$ cat src/rtl/distribuidor_filtros_pkg.sv
// Shared encodings for the filter-bank sample distributor.
package distribuidor_filtros_pkg;

    localparam int N_DEF    = 23;
    localparam int TMAX_DEF = 255;

    localparam logic [1:0] CASO_BAJOS  = 2'b00;
    localparam logic [1:0] CASO_MEDIOS = 2'b01;
    localparam logic [1:0] CASO_ALTOS  = 2'b10;
    localparam logic [1:0] CASO_IDLE   = 2'b11;

    // State codes equal the caso codes, so caso is the state register itself.
    typedef enum logic [1:0] {
        ENV_B = CASO_BAJOS,
        ENV_M = CASO_MEDIOS,
        ENV_A = CASO_ALTOS,
        IDLE  = CASO_IDLE
    } estado_t;

    // First enabled channel in dispatch order B, M, A; IDLE when none is left.
    function automatic estado_t primer_canal(input logic [2:0] m);
        if (m[0]) return ENV_B;
        if (m[1]) return ENV_M;
        if (m[2]) return ENV_A;
        return IDLE;
    endfunction

endpackage

$ cat src/rtl/distribuidor_filtros_temporizador_ack.sv
// Per-channel ack wait counter: restarts on load, stops at TMAX-1 and flags it.
module temporizador_ack #(
    parameter int TMAX = 255
) (
    input  logic clk,
    input  logic reset,
    input  logic i_cargar,
    output logic o_tc
);

    localparam logic [7:0] TC = 8'(TMAX - 1);

    logic [7:0] r_cnt;

    // Count cycles spent in the current channel; hold at terminal count.
    always_ff @(posedge clk or posedge reset) begin
        if (reset)
            r_cnt <= 8'd0;
        else if (i_cargar)
            r_cnt <= 8'd0;
        else if (r_cnt != TC)
            r_cnt <= r_cnt + 8'd1;
    end

    assign o_tc = (r_cnt == TC);

endmodule

$ cat src/rtl/distribuidor_filtros.sv
// Distributes each accepted sample to the enabled filter channels, one at a time.
module distribuidor_filtros
    import distribuidor_filtros_pkg::*;
#(
    parameter int N    = N_DEF,
    parameter int TMAX = TMAX_DEF
) (
    input  logic                clk,
    input  logic                reset,
    input  logic signed [N-1:0] dato_in,
    input  logic                dato_valid,
    output logic                listo,
    input  logic [2:0]          mascara,
    output logic signed [N-1:0] bajos,
    output logic signed [N-1:0] medios,
    output logic signed [N-1:0] altos,
    output logic                val_b,
    output logic                val_m,
    output logic                val_a,
    input  logic                ack_b,
    input  logic                ack_m,
    input  logic                ack_a,
    output logic [1:0]          caso,
    output logic                fin,
    input  logic                clr,
    output logic                error,
    output logic [7:0]          perdidos
);

    estado_t             r_estado, w_estado_sig;
    logic signed [N-1:0] r_dato, r_bajos, r_medios, r_altos;
    logic signed [N-1:0] w_dato_env;
    logic [2:0]          r_mascara;
    logic                r_fin, w_fin_sig;
    logic                r_error, w_timeout;
    logic [7:0]          r_perdidos;
    logic                w_tc, w_cargar, w_acepta, w_pierde;

    assign w_acepta = (r_estado == IDLE) && dato_valid;
    assign w_pierde = (r_estado != IDLE) && dato_valid;

    // Next state: leave a channel on transfer or on ack timeout.
    always_comb begin
        w_estado_sig = r_estado;
        w_timeout    = 1'b0;
        case (r_estado)
            IDLE:  if (dato_valid) w_estado_sig = primer_canal(mascara);
            ENV_B: if (ack_b || w_tc) begin
                       w_estado_sig = primer_canal(r_mascara & 3'b110);
                       w_timeout    = !ack_b;
                   end
            ENV_M: if (ack_m || w_tc) begin
                       w_estado_sig = primer_canal(r_mascara & 3'b100);
                       w_timeout    = !ack_m;
                   end
            ENV_A: if (ack_a || w_tc) begin
                       w_estado_sig = IDLE;
                       w_timeout    = !ack_a;
                   end
            default: w_estado_sig = IDLE;
        endcase
    end

    // fin covers both a finished dispatch and an accept with an empty mask.
    assign w_fin_sig  = (w_estado_sig == IDLE) && ((r_estado != IDLE) || dato_valid);
    // First channel loads straight from the input; later ones from the latch.
    assign w_dato_env = (r_estado == IDLE) ? dato_in : r_dato;
    assign w_cargar   = (r_estado == IDLE) || (w_estado_sig != r_estado);

    temporizador_ack #(.TMAX(TMAX)) u_temporizador (
        .clk      (clk),
        .reset    (reset),
        .i_cargar (w_cargar),
        .o_tc     (w_tc)
    );

    // State register.
    always_ff @(posedge clk or posedge reset) begin
        if (reset) r_estado <= IDLE;
        else       r_estado <= w_estado_sig;
    end

    // Latch sample and mask at accept for the later channels.
    always_ff @(posedge clk or posedge reset) begin
        if (reset) begin
            r_dato    <= '0;
            r_mascara <= 3'b000;
        end else if (w_acepta) begin
            r_dato    <= dato_in;
            r_mascara <= mascara;
        end
    end

    // Channel registers load only when their channel is entered.
    always_ff @(posedge clk or posedge reset) begin
        if (reset) begin
            r_bajos  <= '0;
            r_medios <= '0;
            r_altos  <= '0;
        end else begin
            if (w_estado_sig == ENV_B && r_estado != ENV_B) r_bajos  <= w_dato_env;
            if (w_estado_sig == ENV_M && r_estado != ENV_M) r_medios <= w_dato_env;
            if (w_estado_sig == ENV_A && r_estado != ENV_A) r_altos  <= w_dato_env;
        end
    end

    // Completion pulse.
    always_ff @(posedge clk or posedge reset) begin
        if (reset) r_fin <= 1'b0;
        else       r_fin <= w_fin_sig;
    end

    // Sticky timeout flag and saturating drop count; clr has priority.
    always_ff @(posedge clk or posedge reset) begin
        if (reset) begin
            r_error    <= 1'b0;
            r_perdidos <= 8'd0;
        end else if (clr) begin
            r_error    <= 1'b0;
            r_perdidos <= 8'd0;
        end else begin
            if (w_timeout) r_error <= 1'b1;
            if (w_pierde && r_perdidos != 8'hFF) r_perdidos <= r_perdidos + 8'd1;
        end
    end

    assign listo    = (r_estado == IDLE);
    assign caso     = r_estado;
    assign val_b    = (r_estado == ENV_B);
    assign val_m    = (r_estado == ENV_M);
    assign val_a    = (r_estado == ENV_A);
    assign bajos    = r_bajos;
    assign medios   = r_medios;
    assign altos    = r_altos;
    assign fin      = r_fin;
    assign error    = r_error;
    assign perdidos = r_perdidos;

endmodule

$ cat config.mk
export PLATFORM = sky130hd
export DESIGN_NAME = distribuidor_filtros
export DESIGN_NICKNAME = d
export VERILOG_FILES = /design/src/rtl/distribuidor_filtros_pkg.sv /design/src/rtl/distribuidor_filtros_temporizador_ack.sv /design/src/rtl/distribuidor_filtros.sv
export SDC_FILE = /design/constraint.sdc
export NUM_CORES = 1
export LEC_CHECK = 0
export CAP_MARGIN = 5
export CORE_ASPECT_RATIO = 0.8
export CORE_MARGIN = 2
export CORE_UTILIZATION = 30
export CTS_CLUSTER_SIZE = 12
export DETAILED_ROUTE_END_ITERATION = 8
export PLACE_DENSITY = 0.62
export SYNTH_ARGS = -nofsm -noshare
export SYNTH_HDL_FRONTEND = slang
export SYNTH_SLANG_ARGS = --single-unit
$ cat constraint.sdc
create_clock -name clk -period 6.4 [get_ports clk]
set_clock_uncertainty 0.1 [all_clocks]
set_input_delay 0.64 -clock clk [delete_from_list [all_inputs] [get_ports clk]]
set_output_delay 0.64 -clock clk [all_outputs]
set_load 0.02 [all_outputs]
==> results.md, run 1 <==
- Chip Width: about 150 um
- Hold bufs inserted after CTS: 0
- Clk slew on worst S/H paths: roughly 0.05 ns
- Global-route wire length before repair: approximately 19 mm
- CP startpoint kind: input port
- Synth area leaders: dfrtp_1, mux2_2, nand2_1, mux2_4, nor2_1
- Setup crit end kind: flip-flop
- Fmax: about 260 MHz
- Slowest CP cell: and3_1
- Status: finished, final reports clean
- Total track usage: between 10% and 20%
- RePlAce Congestion: roughly 0.9
- Fin worst setup slack: 2.60 ns
- CTS Sinks: approximately 110
- H-tree levels: 4
- Syn nets: between 400 and 500
- Max Cap Viol: 0
- Core area: around 16000 um^2
- Io pins: roughly 120
- Hold WC Path Type: reg2reg
- Dpl hpwl: 8.48 mm
- Fillcell total: roughly 1.5k
- Crit path time final: between 3 and 4 ns
- Final Core Density: 42.5%
- Most numerous cell in the Yosys netlist: dfrtp_1
- DP Area: 6350 um^2
- Final setup violation count: 0
- Root buffer selected by CTS: clkbuf_16
- Pre-CTS setup slack: 2.20 ns
- Synth warn: 0
- Fin cells: between 700 and 800
- Slowest stage delay, CP: 0.86 ns
- Area share of the leading cell type in the synthesized netlist: 55.8%
- Post-synth top flop: dfrtp_1
- Crit path kind: in2reg
- DP Cell Count: 726
- Maximum VDD drop: between 0.0002 and 0.0003 V
- Crit path DAT: around 4.0 ns
- Final Max Slew Viols: 0
- CP Buf/Inv Count: 1
- Hold slack: roughly 0.37 ns
- Synth unique cells: 47
- Synthesized area per cell: approximately 12 um^2
- # nets final: approximately 560
- Initial antenna violation count: 0
- Fin crit share: 59.4%
- EDFF count, synth: 0
- CTS Buf Count: 17
- Die height: around 120 um
- Power per cell area: between 500 and 600 nW/um^2
- Final-report hold violation count: 0
- GR Overflow Total: 0
- Design area: ~7000 um^2
- Worst endpoint required time: roughly 6.6 ns
- Final wirelength: roughly 12 mm
- DRC viols: 0
- Synthesized area: roughly 5000 um^2
- Iteration-0 DRC count of the detailed router: between 150 and 200
- Ys async rst share: 100%
- Inserted Diodes: 0
- Register-to-Register Setup Slack: 2.71 ns
- Share of layout cells above drive strength 1: a little under a quarter
- Max-slew headroom: between 10% and 20%
- Yosys top cell by area: dfrtp_1
- CTS tree: done
- Vias in the first global route: about 3.5k
- Yosys reg bits: ~110
- Post-CTS sizing: 0
- P_leak: between 3 and 4 nW
- Setup TNS: 0 ns
- RSZ-0062 raised after global routing: false
- Worst-margin pin slew: roughly 1.2 ns
- Full die area: approximately 18000 um^2
- Sequential-to-total area share from yosys stat: between 50 and 60%
- Initial Utilization: 30.5%
- Pin count of the biggest net entering global routing: 65
- Power Total: roughly 4.0 mW
- Cells after synthesis: roughly 400
- CP max FO: 28
- Post-CTS Setup Bufs: 0
- CTS max path bufs: 2
- Clk_lat worst skew: ~0.41 ns
- Vias/cell: between 4 and 5
- Rows: 42
- Via count: 3476
- Wire per inst: 16.1 um
- List of most frequent post-synthesis cells: dfrtp_1, nand2_1, mux2_2, mux2_4, nor2_1
- Drt first pass iters: 4
- CP delay by family, top: simple AND/OR/NAND/NOR gates
- CP Cell Sequence: clkdlybuf4s50_1 -> and3_1 -> o21ai_0 -> a32oi_1 -> or2_2 -> mux2_2
- PortBufs: ~120
- P&R area growth vs syn: 39.1%
- Final ANT Viol Nets: 0
[where the power goes]
part           leakage [nW]  switching (mW)  internal, mW  total, mW
combinational          1.39           0.843         0.916       1.76
clock                 0.304           0.327         0.673       1.00
sequential             1.42           0.199          1.04       1.24
[sequential cells by signal, summed over array words and instances, names as in the netlist]
register              flops
altos                    23
bajos                    23
caso                      2
error                     1
fin                       1
medios                   23
perdidos                  8
r_dato                   23
r_mascara                 2
u_temporizador.r_cnt      8
[area by class of cell]
type	count	area, um^2	area share, %
sequential	114	2860	40.9
multi-input combinational	265	2000	28.7
timing repair buffer	119	1190	17.0
clock buffer	24	512	7.32
tap	220	275	3.94
clock inverter	8	123	1.76
inverter	8	32.5	0.466
[kinds of logic after synthesis]
group | after synthesis | synth area share, %
AO/OA/AOI/OAI | 25 | 3.34
XOR/XNOR | 11 | 1.92
adder cells (fa/ha/maj) | 3 | 0.748
buffers and inverters | 25 | 3.24
flip-flops | 114 | 56.9
multiplexers | 94 | 22.5
AND/OR/NAND/NOR | 132 | 11.4
[routing by layer]
metal,up-vias,wire (um),part of all wire [%],track usage (%)
li1,1621,-,-,-
met5,-,0,0,0
met2,106,5600,46,21.4
met3,16,664,5.4,4.14
met1,1733,5770,47,19.5
met4,0,197,1.6,6.55
[worst paths after layout]
kind | to | cells past startpoint | startpoint
worst max-delay path | medios[22] | 6 | dato_valid
worst min-delay path | r_dato[12] | 2 | r_dato[12]
worst max register to register | medios[22] | 5 | caso[1]
worst min register to register | r_dato[12] | 2 | r_dato[12]
max in group asynchronous | r_dato[9] | 3 | reset
min in group asynchronous | bajos[9] | 2 | reset
[worst min-delay path, delay by kind of cell, from the launching register on]
kind	cells	cell delay [ns]
simple gates	2	0.10
flops	1	0.34
[cell usage in the layout (no fill, tap or decap), types with 2 or more instances in the layout]
cell and count:
nor2b_1 2, or3_1 2, clkdlybuf4s50_1 117, xor2_1 5, clkbuf_16 17, and3_1 2
nand2_1 85, dfstp_2 2, mux2_2 67, o21ai_0 4, dfrtp_1 112, inv_1 6
o21bai_1 2, nor2_1 20, nor3b_1 2, ha_1 3, xnor2_1 6, mux2_1 5
mux2i_1 2, o21ai_1 2, a21oi_1 5, nand3_1 6, nand4_1 3, buf_4 2
o211ai_1 2, a211oi_1 2, mux2_4 20, clkinv_2 2, or2_2 2, clkinvlp_4 3
nor3_1 3, bufinv_16 3, clkbuf_8 6
Power figures use the tool's default switching activity.
==> inputs of run 2 (changes only) <==
Clock period 6.4 ns to 3.86 ns, I/O delays scaled along.
==> run 2 against run 1 <==
Net effect:
- die area unchanged
- cell count up 0.79%
- critical endpoint is now medios[18]
- critical path depth rose by 1
- non-clock buffer count rose by 6
- first-iteration DRC count grew 29%
- core utilization is 0.11 points higher
- hold slack worse by 0.073 ns
- largest cell class unchanged
- worst setup slack worse by 1.6 ns
- register-to-register slack got worse by 1.7 ns
- largest power group unchanged
- wire length down 0.91%
- sequential power grew 65%
==> results.md, run 2 (same netlist as run 1, synthesis figures left out) <==
- Status: finished, final reports clean
- P_leak: roughly 3.1 nW
- RePlAce Congestion: roughly 0.83
- Worst endpoint required time: approximately 4 ns
- CP max FO: 27
- Commonest cells after routing, fill and taps aside: clkdlybuf4s50_1, dfrtp_1, nand2_1
- Final wirelength: 12.1 mm
- R2r startpoint: caso[1]
- Core area: roughly 16000 um^2
- Drt first pass iters: 6
- Fillcell total: around 1.5k
- Design area: 7000 um^2
- CTS max path bufs: 2
- Initial antenna violation count: 0
- Rows: 42
- CTS Buf Count: 17
- PortBufs: approximately 120
- Hold bufs inserted after CTS: 0
- H-tree levels: 4
- Sw Share: between 30% and 40%
- Setup TNS: 0 ns
- Via count: around 3.5k
- Initial Utilization: between 30% and 40%
- Final ANT Viol Nets: 0
- Combinational cell fraction of total power: roughly 45%
- Power per cell area: between 900 and 1000 nW/um^2
- Met3 usage: around 5.5%
- # nets final: approximately 570
- Hold WC Path Type: in2async
- Crit path DAT: about 3.0 ns
- Setup crit end kind: flip-flop
- CTS tree: done
- Full die area: about 18000 um^2
- RSZ-0062 raised after global routing: false
- Fmax: between 300 and 400 MHz
- Reg power frac: between 30% and 40%
- Fin crit share: approximately 73%
- Reg area: 2860 um^2
- Clock power share: approximately a quarter
- Power Total: approximately 6.6 mW
- Pre-CTS setup slack: about 0.76 ns
- Register-to-Register Setup Slack: roughly 1.0 ns
- Worst Reg-to-Reg Cells: 7
- Share of layout cells above drive strength 1: about a quarter
- Pin count of the biggest net entering global routing: 70
- Io pins: approximately 120
- Final setup violation count: 0
- Inserted Diodes: 0
- Vias in the first global route: 3657
- Max Cap Viol: 0
- Footprint of the multi-input gates: 2000 um^2
- Final Core Density: between 40% and 50%
- Final-report hold violation count: 0
- DP Area: between 6000 and 7000 um^2
- Wire per inst: 15.9 um
- GRT Max-Usage Layer: met2
- CP delay by family, top: simple AND/OR/NAND/NOR gates
- CP Cell Sequence: and3_1 -> buf_4 -> o21ai_1 -> o41a_1 -> or2_2 -> buf_4 -> mux2_4
- Iteration-0 DRC count of the detailed router: 257
- Fin cells: approximately 760
- Met2 Track Usage GR: a little under a quarter
- Slowest stage delay, CP: roughly 0.64 ns
- CP Buf/Inv Count: 2
- Vias/cell: between 4 and 5
- Post-CTS sizing: 0
- Die height: 120 um
- Root buffer selected by CTS: clkbuf_16
- Switch Pwr: between 2 and 2.5 mW
- Hold slack: 0.301 ns
- DP Cell Count: between 700 and 800
- GR Overflow Total: 0
- CTS Sinks: 114
- Slowest CP cell: dfstp_2
- Final Max Slew Viols: 0
- Chip Width: 149 um
- Maximum VDD drop: between 0.0004 and 0.0005 V
- Worst-margin pin slew: roughly 0.95 ns
- Fin worst setup slack: around 1.0 ns
- Crit path time final: 2.81 ns
- Met1 usage: 18.6%
- Crit path kind: reg2reg
- CP most frequent cell: buf_4
- Clk slew on worst S/H paths: ~0.050 ns
- DRC viols: 0
- Clk_lat worst skew: approximately 0.41 ns
- CP startpoint kind: flip-flop
- Global-route wire length before repair: around 20 mm
- Int Pwr: ~4.3 mW
- Commonest non-fill, non-tap cell in the layout: clkdlybuf4s50_1
- P&R area growth vs syn: 39.5%
- Max-slew headroom: between 30% and 40%
- Total track usage: between 10 and 15%
- R2r endpoint: medios[18]
- Post-CTS Setup Bufs: 0
- Dpl hpwl: about 8.5 mm
[run 2: layout make-up]
cell class / instances / share of cell area, %
multi-input combinational: 265 / 28.6
sequential: 114 / 40.8
clock buffer: 22 / 6.77
timing repair buffer: 125 / 17.9
inverter: 8 / 0.464
clock inverter: 10 / 1.54
tap: 220 / 3.93
[run 2: worst register-to-register path: cells and delay by family (launching register included)]
family,cells,cell delay (ns)
flops,1,0.64
mux,1,0.31
buf+inv,2,0.56
simple gates,2,0.69
compound gates,2,0.40
[run 2: routing by layer]
metal | part of all wire [%] | up-vias | routed length (um)
met1 | 47 | 1739 | 5640
met2 | 47 | 96 | 5660
met3 | 6.1 | 8 | 734
met5 | 0 | - | 0
met4 | 0.68 | 0 | 82
li1 | - | 1637 | -
[run 2: power groups by stage]
stage,clock network (mW),logic [mW],registers (mW)
floorplan,0,1.45,2.46
global placement,0,2.94,2.05
detailed placement,0,3.00,2.06
CTS,1.57,3.01,2.06
global route,1.64,3.18,2.12
finish,1.53,2.97,2.05
[run 2: worst max path at each step]
stage	start	endpoint	slack [ns]	depth (start not counted)
6_report	caso[1]	medios[18]	1.05	7
5_1_grt	caso[1]	medios[18]	0.88	7
4_1_cts	caso[1]	medios[18]	1.04	7
3_5_place_dp	dato_valid	medios[14]	0.76	8
3_3_place_gp	dato_valid	medios[19]	0.84	8
2_1_floorplan	reset	altos[0]	0.36	1
